<file path="src/rtl/cva6_ptw_sv32_walker_pkg.sv">
// Shared Sv32 walker/TLB types: PTE layout, TLB refill word and walker states.
package cva6_ptw_sv32_walker_pkg;

    localparam int unsigned PTE_V       = 0;
    localparam int unsigned PTE_R       = 1;
    localparam int unsigned PTE_W       = 2;
    localparam int unsigned PTE_X       = 3;
    localparam int unsigned PTE_A       = 6;
    localparam int unsigned PTE_PPN_LSB = 10;

    localparam int unsigned PPN_LEN  = 22;
    localparam int unsigned VPN_LEN  = 20;
    localparam int unsigned ASID_LEN = 9;

    typedef struct packed {
        logic [PPN_LEN-1:0] ppn;
        logic [1:0]         rsw;
        logic               d;
        logic               a;
        logic               g;
        logic               u;
        logic               x;
        logic               w;
        logic               r;
        logic               v;
    } pte_t;

    // 63-bit refill word, consumed unchanged by cva6_tlb_sv32.update_i
    typedef struct packed {
        logic                valid;
        logic                is_4m;
        logic [VPN_LEN-1:0]  vpn;
        logic [ASID_LEN-1:0] asid;
        pte_t                pte;
    } tlb_update_t;

    typedef enum logic [2:0] {
        IDLE,
        L1_REQ,
        L1_WAIT,
        L0_REQ,
        L0_WAIT,
        DRAIN
    } walk_state_e;

endpackage

</file>
<file path="src/rtl/cva6_ptw_sv32_walker_if.sv">
// PTE read port: req/gnt address phase, rvalid data phase, one read outstanding.
interface cva6_ptw_sv32_walker_if #(
    parameter int unsigned PLEN = 34
);
    logic            mem_req_o;
    logic [PLEN-1:0] mem_addr_o;
    logic            mem_gnt_i;
    logic            mem_rvalid_i;
    logic [31:0]     mem_rdata_i;

    modport master (
        output mem_req_o,
        output mem_addr_o,
        input  mem_gnt_i,
        input  mem_rvalid_i,
        input  mem_rdata_i
    );

    modport slave (
        input  mem_req_o,
        input  mem_addr_o,
        output mem_gnt_i,
        output mem_rvalid_i,
        output mem_rdata_i
    );
endinterface

</file>
<file path="src/rtl/cva6_ptw_sv32_walker_pte_check.sv">
// Combinational Sv32 PTE decode for one walk level: leaf detection and fault rules.
module cva6_ptw_sv32_walker_pte_check
    import cva6_ptw_sv32_walker_pkg::*;
(
    input  logic [31:0] pte,
    input  logic        level1,
    output logic        leaf,
    output logic        fault
);
    logic v, r, w, x, a;
    logic misaligned;
    logic unused_pte_bits;

    assign v    = pte[PTE_V];
    assign r    = pte[PTE_R];
    assign w    = pte[PTE_W];
    assign x    = pte[PTE_X];
    assign a    = pte[PTE_A];
    assign leaf = r | x;

    // A level-1 leaf maps 4 MiB, so its low 10 PPN bits must be zero
    assign misaligned = level1 & leaf & (pte[PTE_PPN_LSB +: 10] != 10'd0);

    // A pointer PTE at level 0 has nowhere left to point
    assign fault = ~v | (~r & w) | (leaf & ~a) | misaligned | (~level1 & ~leaf);

    assign unused_pte_bits = ^{pte[31:20], pte[9:7], pte[5:4]};
endmodule

</file>
<file path="src/rtl/cva6_ptw_sv32_walker.sv">
// Sv32 two-level page-table walker refilling cva6_tlb_sv32; all outputs registered.
module cva6_ptw_sv32_walker
    import cva6_ptw_sv32_walker_pkg::*;
#(
    parameter int unsigned ASID_WIDTH = 9,
    parameter int unsigned PLEN       = 34
) (
    input  logic                  clk_i,
    input  logic                  rst_ni,
    input  logic                  flush_i,
    input  logic [PPN_LEN-1:0]    satp_ppn_i,
    input  logic [ASID_WIDTH-1:0] asid_i,
    input  logic                  miss_i,
    input  logic [31:0]           miss_vaddr_i,
    output logic                  walking_o,
    cva6_ptw_sv32_walker_if.master mem,
    output tlb_update_t           update_o,
    output logic                  page_fault_o,
    output logic [31:0]           bad_vaddr_o
);
    walk_state_e           state_q, state_d;
    logic                  flush_pend_q, flush_pend_d;
    logic [31:0]           vaddr_q;
    logic [ASID_WIDTH-1:0] asid_q;
    logic                  latch_miss;
    logic [PLEN-1:0]       addr_d;
    tlb_update_t           update_d;
    logic                  fault_d;
    logic [31:0]           bad_vaddr_d;
    pte_t                  rd_pte;
    logic                  pte_leaf, pte_fault;

    assign rd_pte = pte_t'(mem.mem_rdata_i);

    cva6_ptw_sv32_walker_pte_check u_sv32_pte_check (
        .pte    (mem.mem_rdata_i),
        .level1 (state_q == L1_WAIT),
        .leaf   (pte_leaf),
        .fault  (pte_fault)
    );

    // Next state plus next values of the registered outputs
    always_comb begin
        state_d      = state_q;
        flush_pend_d = flush_pend_q;
        latch_miss   = 1'b0;
        addr_d       = mem.mem_addr_o;
        update_d     = '0;
        fault_d      = 1'b0;
        bad_vaddr_d  = bad_vaddr_o;

        case (state_q)
            IDLE: begin
                if (miss_i && !flush_i) begin
                    state_d    = L1_REQ;
                    latch_miss = 1'b1;
                    addr_d     = PLEN'({satp_ppn_i, miss_vaddr_i[31:22], 2'b00});
                end
            end
            L1_REQ, L0_REQ: begin
                // A flush cannot retract a pending request; remember it until gnt
                if (flush_i) flush_pend_d = 1'b1;
                if (mem.mem_gnt_i) begin
                    flush_pend_d = 1'b0;
                    if (flush_i || flush_pend_q)
                        state_d = DRAIN;
                    else
                        state_d = (state_q == L1_REQ) ? L1_WAIT : L0_WAIT;
                end
            end
            L1_WAIT, L0_WAIT: begin
                if (flush_i) begin
                    state_d = mem.mem_rvalid_i ? IDLE : DRAIN;
                end else if (mem.mem_rvalid_i) begin
                    if (pte_fault) begin
                        state_d     = IDLE;
                        fault_d     = 1'b1;
                        bad_vaddr_d = vaddr_q;
                    end else if (pte_leaf) begin
                        state_d        = IDLE;
                        update_d.valid = 1'b1;
                        update_d.is_4m = (state_q == L1_WAIT);
                        update_d.vpn   = vaddr_q[31:12];
                        update_d.asid  = ASID_LEN'(asid_q);
                        update_d.pte   = rd_pte;
                    end else begin
                        state_d = L0_REQ;
                        addr_d  = PLEN'({rd_pte.ppn, vaddr_q[21:12], 2'b00});
                    end
                end
            end
            DRAIN: begin
                if (mem.mem_rvalid_i) state_d = IDLE;
            end
            default: state_d = IDLE;
        endcase
    end

    // Control state and registered outputs, cleared asynchronously
    always_ff @(posedge clk_i or negedge rst_ni) begin
        if (!rst_ni) begin
            state_q        <= IDLE;
            flush_pend_q   <= 1'b0;
            walking_o      <= 1'b0;
            mem.mem_req_o  <= 1'b0;
            mem.mem_addr_o <= '0;
            update_o       <= '0;
            page_fault_o   <= 1'b0;
            bad_vaddr_o    <= '0;
        end else begin
            state_q        <= state_d;
            flush_pend_q   <= flush_pend_d;
            walking_o      <= (state_d != IDLE);
            mem.mem_req_o  <= (state_d == L1_REQ) || (state_d == L0_REQ);
            mem.mem_addr_o <= addr_d;
            update_o       <= update_d;
            page_fault_o   <= fault_d;
            bad_vaddr_o    <= bad_vaddr_d;
        end
    end

    // Miss context captured when a walk starts; pure data, no reset needed
    always_ff @(posedge clk_i) begin
        if (latch_miss) begin
            vaddr_q <= miss_vaddr_i;
            asid_q  <= asid_i;
        end
    end
endmodule

</file>
<file path="src/flat_wrapper.sv">
// flat-port wrapper written by rule: the top's interface ports become plain ports
module cva6_ptw_sv32_walker_flat import cva6_ptw_sv32_walker_pkg::*;
#(
    parameter int unsigned ASID_WIDTH = 9,
    parameter int unsigned PLEN       = 34
)
  (clk_i, rst_ni, flush_i, satp_ppn_i, asid_i, miss_i, miss_vaddr_i, walking_o, update_o, page_fault_o, bad_vaddr_o, mem_mem_req_o, mem_mem_addr_o, mem_mem_gnt_i, mem_mem_rvalid_i, mem_mem_rdata_i);
  cva6_ptw_sv32_walker_if #(.PLEN(PLEN)) mem_i ();
  input  logic clk_i;
  input  logic rst_ni;
  input  logic flush_i;
  input  logic [PPN_LEN-1:0] satp_ppn_i;
  input  logic [ASID_WIDTH-1:0] asid_i;
  input  logic miss_i;
  input  logic [31:0] miss_vaddr_i;
  output logic walking_o;
  output tlb_update_t update_o;
  output logic page_fault_o;
  output logic [31:0] bad_vaddr_o;
  output wire logic [$bits(mem_i.mem_req_o)-1:0] mem_mem_req_o;
  output wire logic [$bits(mem_i.mem_addr_o)-1:0] mem_mem_addr_o;
  input wire logic [$bits(mem_i.mem_gnt_i)-1:0] mem_mem_gnt_i;
  input wire logic [$bits(mem_i.mem_rvalid_i)-1:0] mem_mem_rvalid_i;
  input wire logic [$bits(mem_i.mem_rdata_i)-1:0] mem_mem_rdata_i;
  assign mem_mem_req_o = mem_i.mem_req_o;
  assign mem_mem_addr_o = mem_i.mem_addr_o;
  assign mem_i.mem_gnt_i = mem_mem_gnt_i;
  assign mem_i.mem_rvalid_i = mem_mem_rvalid_i;
  assign mem_i.mem_rdata_i = mem_mem_rdata_i;
  cva6_ptw_sv32_walker #(.ASID_WIDTH(ASID_WIDTH), .PLEN(PLEN)) u_core (.clk_i(clk_i), .rst_ni(rst_ni), .flush_i(flush_i), .satp_ppn_i(satp_ppn_i), .asid_i(asid_i), .miss_i(miss_i), .miss_vaddr_i(miss_vaddr_i), .walking_o(walking_o), .mem(mem_i), .update_o(update_o), .page_fault_o(page_fault_o), .bad_vaddr_o(bad_vaddr_o));
endmodule
</file>
<file path="config.mk">
export PLATFORM = sky130hd
export DESIGN_NAME = cva6_ptw_sv32_walker_flat
export DESIGN_NICKNAME = d
export VERILOG_FILES = /design/src/rtl/cva6_ptw_sv32_walker_pkg.sv /design/src/rtl/cva6_ptw_sv32_walker_if.sv /design/src/rtl/cva6_ptw_sv32_walker_pte_check.sv /design/src/rtl/cva6_ptw_sv32_walker.sv /design/src/flat_wrapper.sv
export SDC_FILE = /design/constraint.sdc
export NUM_CORES = 1
export LEC_CHECK = 0
export BUFFER_PORTS_ARGS = -buffer_cell sky130_fd_sc_hd__buf_2
export CORE_MARGIN = 1.5
export CORE_UTILIZATION = 45
export DETAILED_ROUTE_END_ITERATION = 10
export GPL_ROUTABILITY_DRIVEN = 0
export PLACE_DENSITY = 0.83
export SLEW_MARGIN = 10
export SYNTH_ARGS = -nofsm -noshare
export SYNTH_HDL_FRONTEND = slang
export SYNTH_HIERARCHICAL = 1
export SYNTH_SLANG_ARGS = --single-unit
</file>
<file path="constraint.sdc">
create_clock -name clk_i -period 3.22 [get_ports clk_i]
set_clock_uncertainty 0.15 [all_clocks]
set_input_delay 0.644 -clock clk_i [delete_from_list [all_inputs] [get_ports clk_i]]
set_output_delay 0.644 -clock clk_i [all_outputs]
set_load 0.01 [all_outputs]
</file>
==> impl_metrics.env <==
export IMPL_area_delta_synth_final_pct=29.91
export IMPL_fmax_mhz=363.1
export IMPL_yosysMostFrequentCell="dfrtp_1"
export IMPL_cts_tree="built"
export IMPL_worstSkewPairLatency_ps=420
export IMPL_ys_seq_area_share_pct=68.79
export IMPL_wl_per_cell_um=17.27
export IMPL_clock_sinks=175
export IMPL_yosysTopAreaCellShare_pct=50.32
export IMPL_post_cts_buffers=0
export IMPL_finalHoldViolations=0
export IMPL_grt_total_usage_pct=19.25
export IMPL_cp_data_required_time_ps=3420
export IMPL_grt_pass1_wl_mm=23.20
export IMPL_first_iter_violations=223
export IMPL_seq_area_um2=4584
export IMPL_postSynthCellCount=402
export IMPL_antenna_cells=0
export IMPL_nets=742
export IMPL_setup_viol=0
export IMPL_synthArstFlopShare_pct=76.57
export IMPL_initial_utilization_pct=46.02
export IMPL_drc=0
export IMPL_synth_common_cells="134 x dfrtp_1, 64 x mux2_1, 61 x and2_1"
export IMPL_firstDrtPassIters=4
export IMPL_antenna_found_initial=1
export IMPL_worst_slew_pin_slew_ps=644.7
export IMPL_worst_setup_hold_path_clk_slew_ps=70
export IMPL_critPathMaxStageDelay_ps=530
export IMPL_n_fill_cell=1090
export IMPL_grt_busiest_layer="met2"
export IMPL_post_cts_resized=0
export IMPL_vdd_drop_max_mv=0.3608
export IMPL_power_density_nw_per_um2=805.5
export IMPL_finalMaxSlewViolations=0
export IMPL_synth_area_per_cell_um2=16.58
export IMPL_finalInstanceArea_um2=8657
export IMPL_die_y_um=124.7
export IMPL_fin_hold_ws_ps=64.67
export IMPL_cts_root_buf="clkbuf_16"
export IMPL_dieWidth_um=124.7
export IMPL_critPathArrivalTime_ps=2950
export IMPL_rsz0062_at_grt="false"
export IMPL_cap_violations=0
export IMPL_multi_input_area_um2=1939
export IMPL_ys_types=41
export IMPL_antenna_left=0
export IMPL_met1_usage_pct=23.31
export IMPL_slowest_stage="dfrtp_1"
export IMPL_dpl_cell_area_um2=8060
export IMPL_clk_path_buf_depth=2
export IMPL_die_area_um2=15550
export IMPL_status="finished clean"
export IMPL_yosysTopAreaCell="dfrtp_1"
export IMPL_min_period_ps=2754
export IMPL_grtUsageMet2_pct=32.03
export IMPL_hold_class="input pin to async pin"
export IMPL_synth_edff_count=41
export IMPL_crit_path_start_kind="flop"
export IMPL_ys_flop_type="dfrtp_1"
export IMPL_num_vias=4153
export IMPL_syn_cell_area_um2=6664
export IMPL_htree_levels=4
export IMPL_grt_max_degree=71
export IMPL_row_count=44
export IMPL_io_buffers=230
export IMPL_period_share_pct=85.53
export IMPL_grt_use_met3_pct=6.143
export IMPL_p_leak_nw=4.391
export IMPL_crit_path_end_kind="flop"
export IMPL_vias_per_cell=4.956
export IMPL_crit_fanout=9
export IMPL_wirelength_mm=14.47
export IMPL_synth_area_top_cells="dfrtp_1 50%, edfxtp_1 18%, mux2_1 11%, mux2_4 6.8%, and2_1 5.7%"
export IMPL_cp_cell_sequence="nor3b_1, buf_4, nand2b_1, o221ai_1, o211ai_1, nor4b_1, buf_4, o311ai_0, a221o_1, nor2_1"
export IMPL_dpl_hpwl_mm=10.33
export IMPL_yosysWarnings=6
export IMPL_drive_gt1_share_pct=47.55
export IMPL_core_um2=14480
export IMPL_fin_util_pct=59.79
export IMPL_cts_buffers=17
export IMPL_globalRouteOverflowTotal=0
export IMPL_max_slew_margin_pct=57.02
export IMPL_grt_pass1_vias=4458
export IMPL_ioPinCount=233
export IMPL_postCtsHoldBufs=0
export IMPL_critPathMostFrequentCell="buf_4"
export IMPL_ys_ff_latch=175
export IMPL_crit_type="flop to flop"
==> worst paths after layout <==
kind	endpoint	start	slack [ps]	cells past startpoint
setup / recovery	u_core/mem.mem_req_o	u_core/state_q[0]	470	10
max in group asynchronous	u_core/mem.mem_addr_o[6]	rst_ni	2140	2
setup reg to reg	u_core/mem.mem_req_o	u_core/state_q[0]	470	10
hold / removal	u_core/mem.mem_addr_o[23]	rst_ni	60	1
hold reg to reg	u_core/update_o[34]	u_core/asid_q[2]	300	1
min in group clk_i	u_core/asid_q[3]	asid_i[3]	250	1
==> through the flow <==
stage,cells,worst slack [ps],TNS [ps],power (mW)
floorplan,403,-23.44,-703.2,4.185
global placement,806,103.6,0,4.894
detailed placement,806,84.42,0,4.997
CTS,838,477.4,0,7.065
global route,838,276.8,0,7.335
finish,838,466.0,0,6.973
==> worst max-delay path, delay by kind of cell (launching register included) <==
kind                   cells  cell delay (ps)
and+or+nand+nor            4              750
AOI/OAI and AO/OA          4              920
buffers and inverters      2              340
DFF                        1              530
==> sequential cells by signal (all words and copies together) (netlist names) <==
| name | flops |
|---|---|
| u_core/update_o | 63 |
| u_core/bad_vaddr_o | 32 |
| u_core/mem.mem_addr_o | 32 |
| u_core/vaddr_q | 32 |
| u_core/asid_q | 9 |
| u_core/state_q | 3 |
| u_core/flush_pend_q | 1 |
| u_core/mem.mem_req_o | 1 |
| u_core/page_fault_o | 1 |
| u_core/walking_o | 1 |
==> logic make-up after synthesis <==
| kind of cell | synth area share, % |
|---|---|
| DFF | 68.79 |
| muxes | 18.23 |
| and+or+nand+nor | 8.975 |
| buffers and inverters | 2.309 |
| AOI/OAI and AO/OA | 1.634 |
| other | 0.05627 |
==> routing by layer <==
metal	vias up	share of wire [%]
met5	-	0
met4	0	2.3
met3	27	7.3
met2	184	50
met1	2075	40
li1	1867	-
==> power breakdown <==
group	switching, mW	internal, mW	leakage [nW]
Clock	0.868	1.17	0.299
Sequential	0.291	2.79	2.12
Combinational	0.887	0.969	1.98
Total	2.05	4.93	4.39
==> placed cells by master (no fill, tap or decap), types with 5 or more instances in the layout <==
| cell | instances |
|---|---|
| and2_1 | 61 |
| buf_4 | 5 |
| mux2_4 | 30 |
| edfxtp_1 | 41 |
| nand2_1 | 5 |
| buf_2 | 229 |
| clkbuf_16 | 19 |
| buf_12 | 5 |
| mux2_1 | 64 |
| inv_6 | 5 |
| dfrtp_1 | 134 |
==> area by class of cell <==
type | instances | area share (%)
inverter | 3 | 0.1301
clock buffer | 19 | 5.492
multi-input combinational | 204 | 22.40
tap | 184 | 2.659
timing repair buffer | 240 | 14.96
clock inverter | 13 | 1.402
sequential | 175 | 52.96
Note: power is estimated with default switching activity, not from simulation.
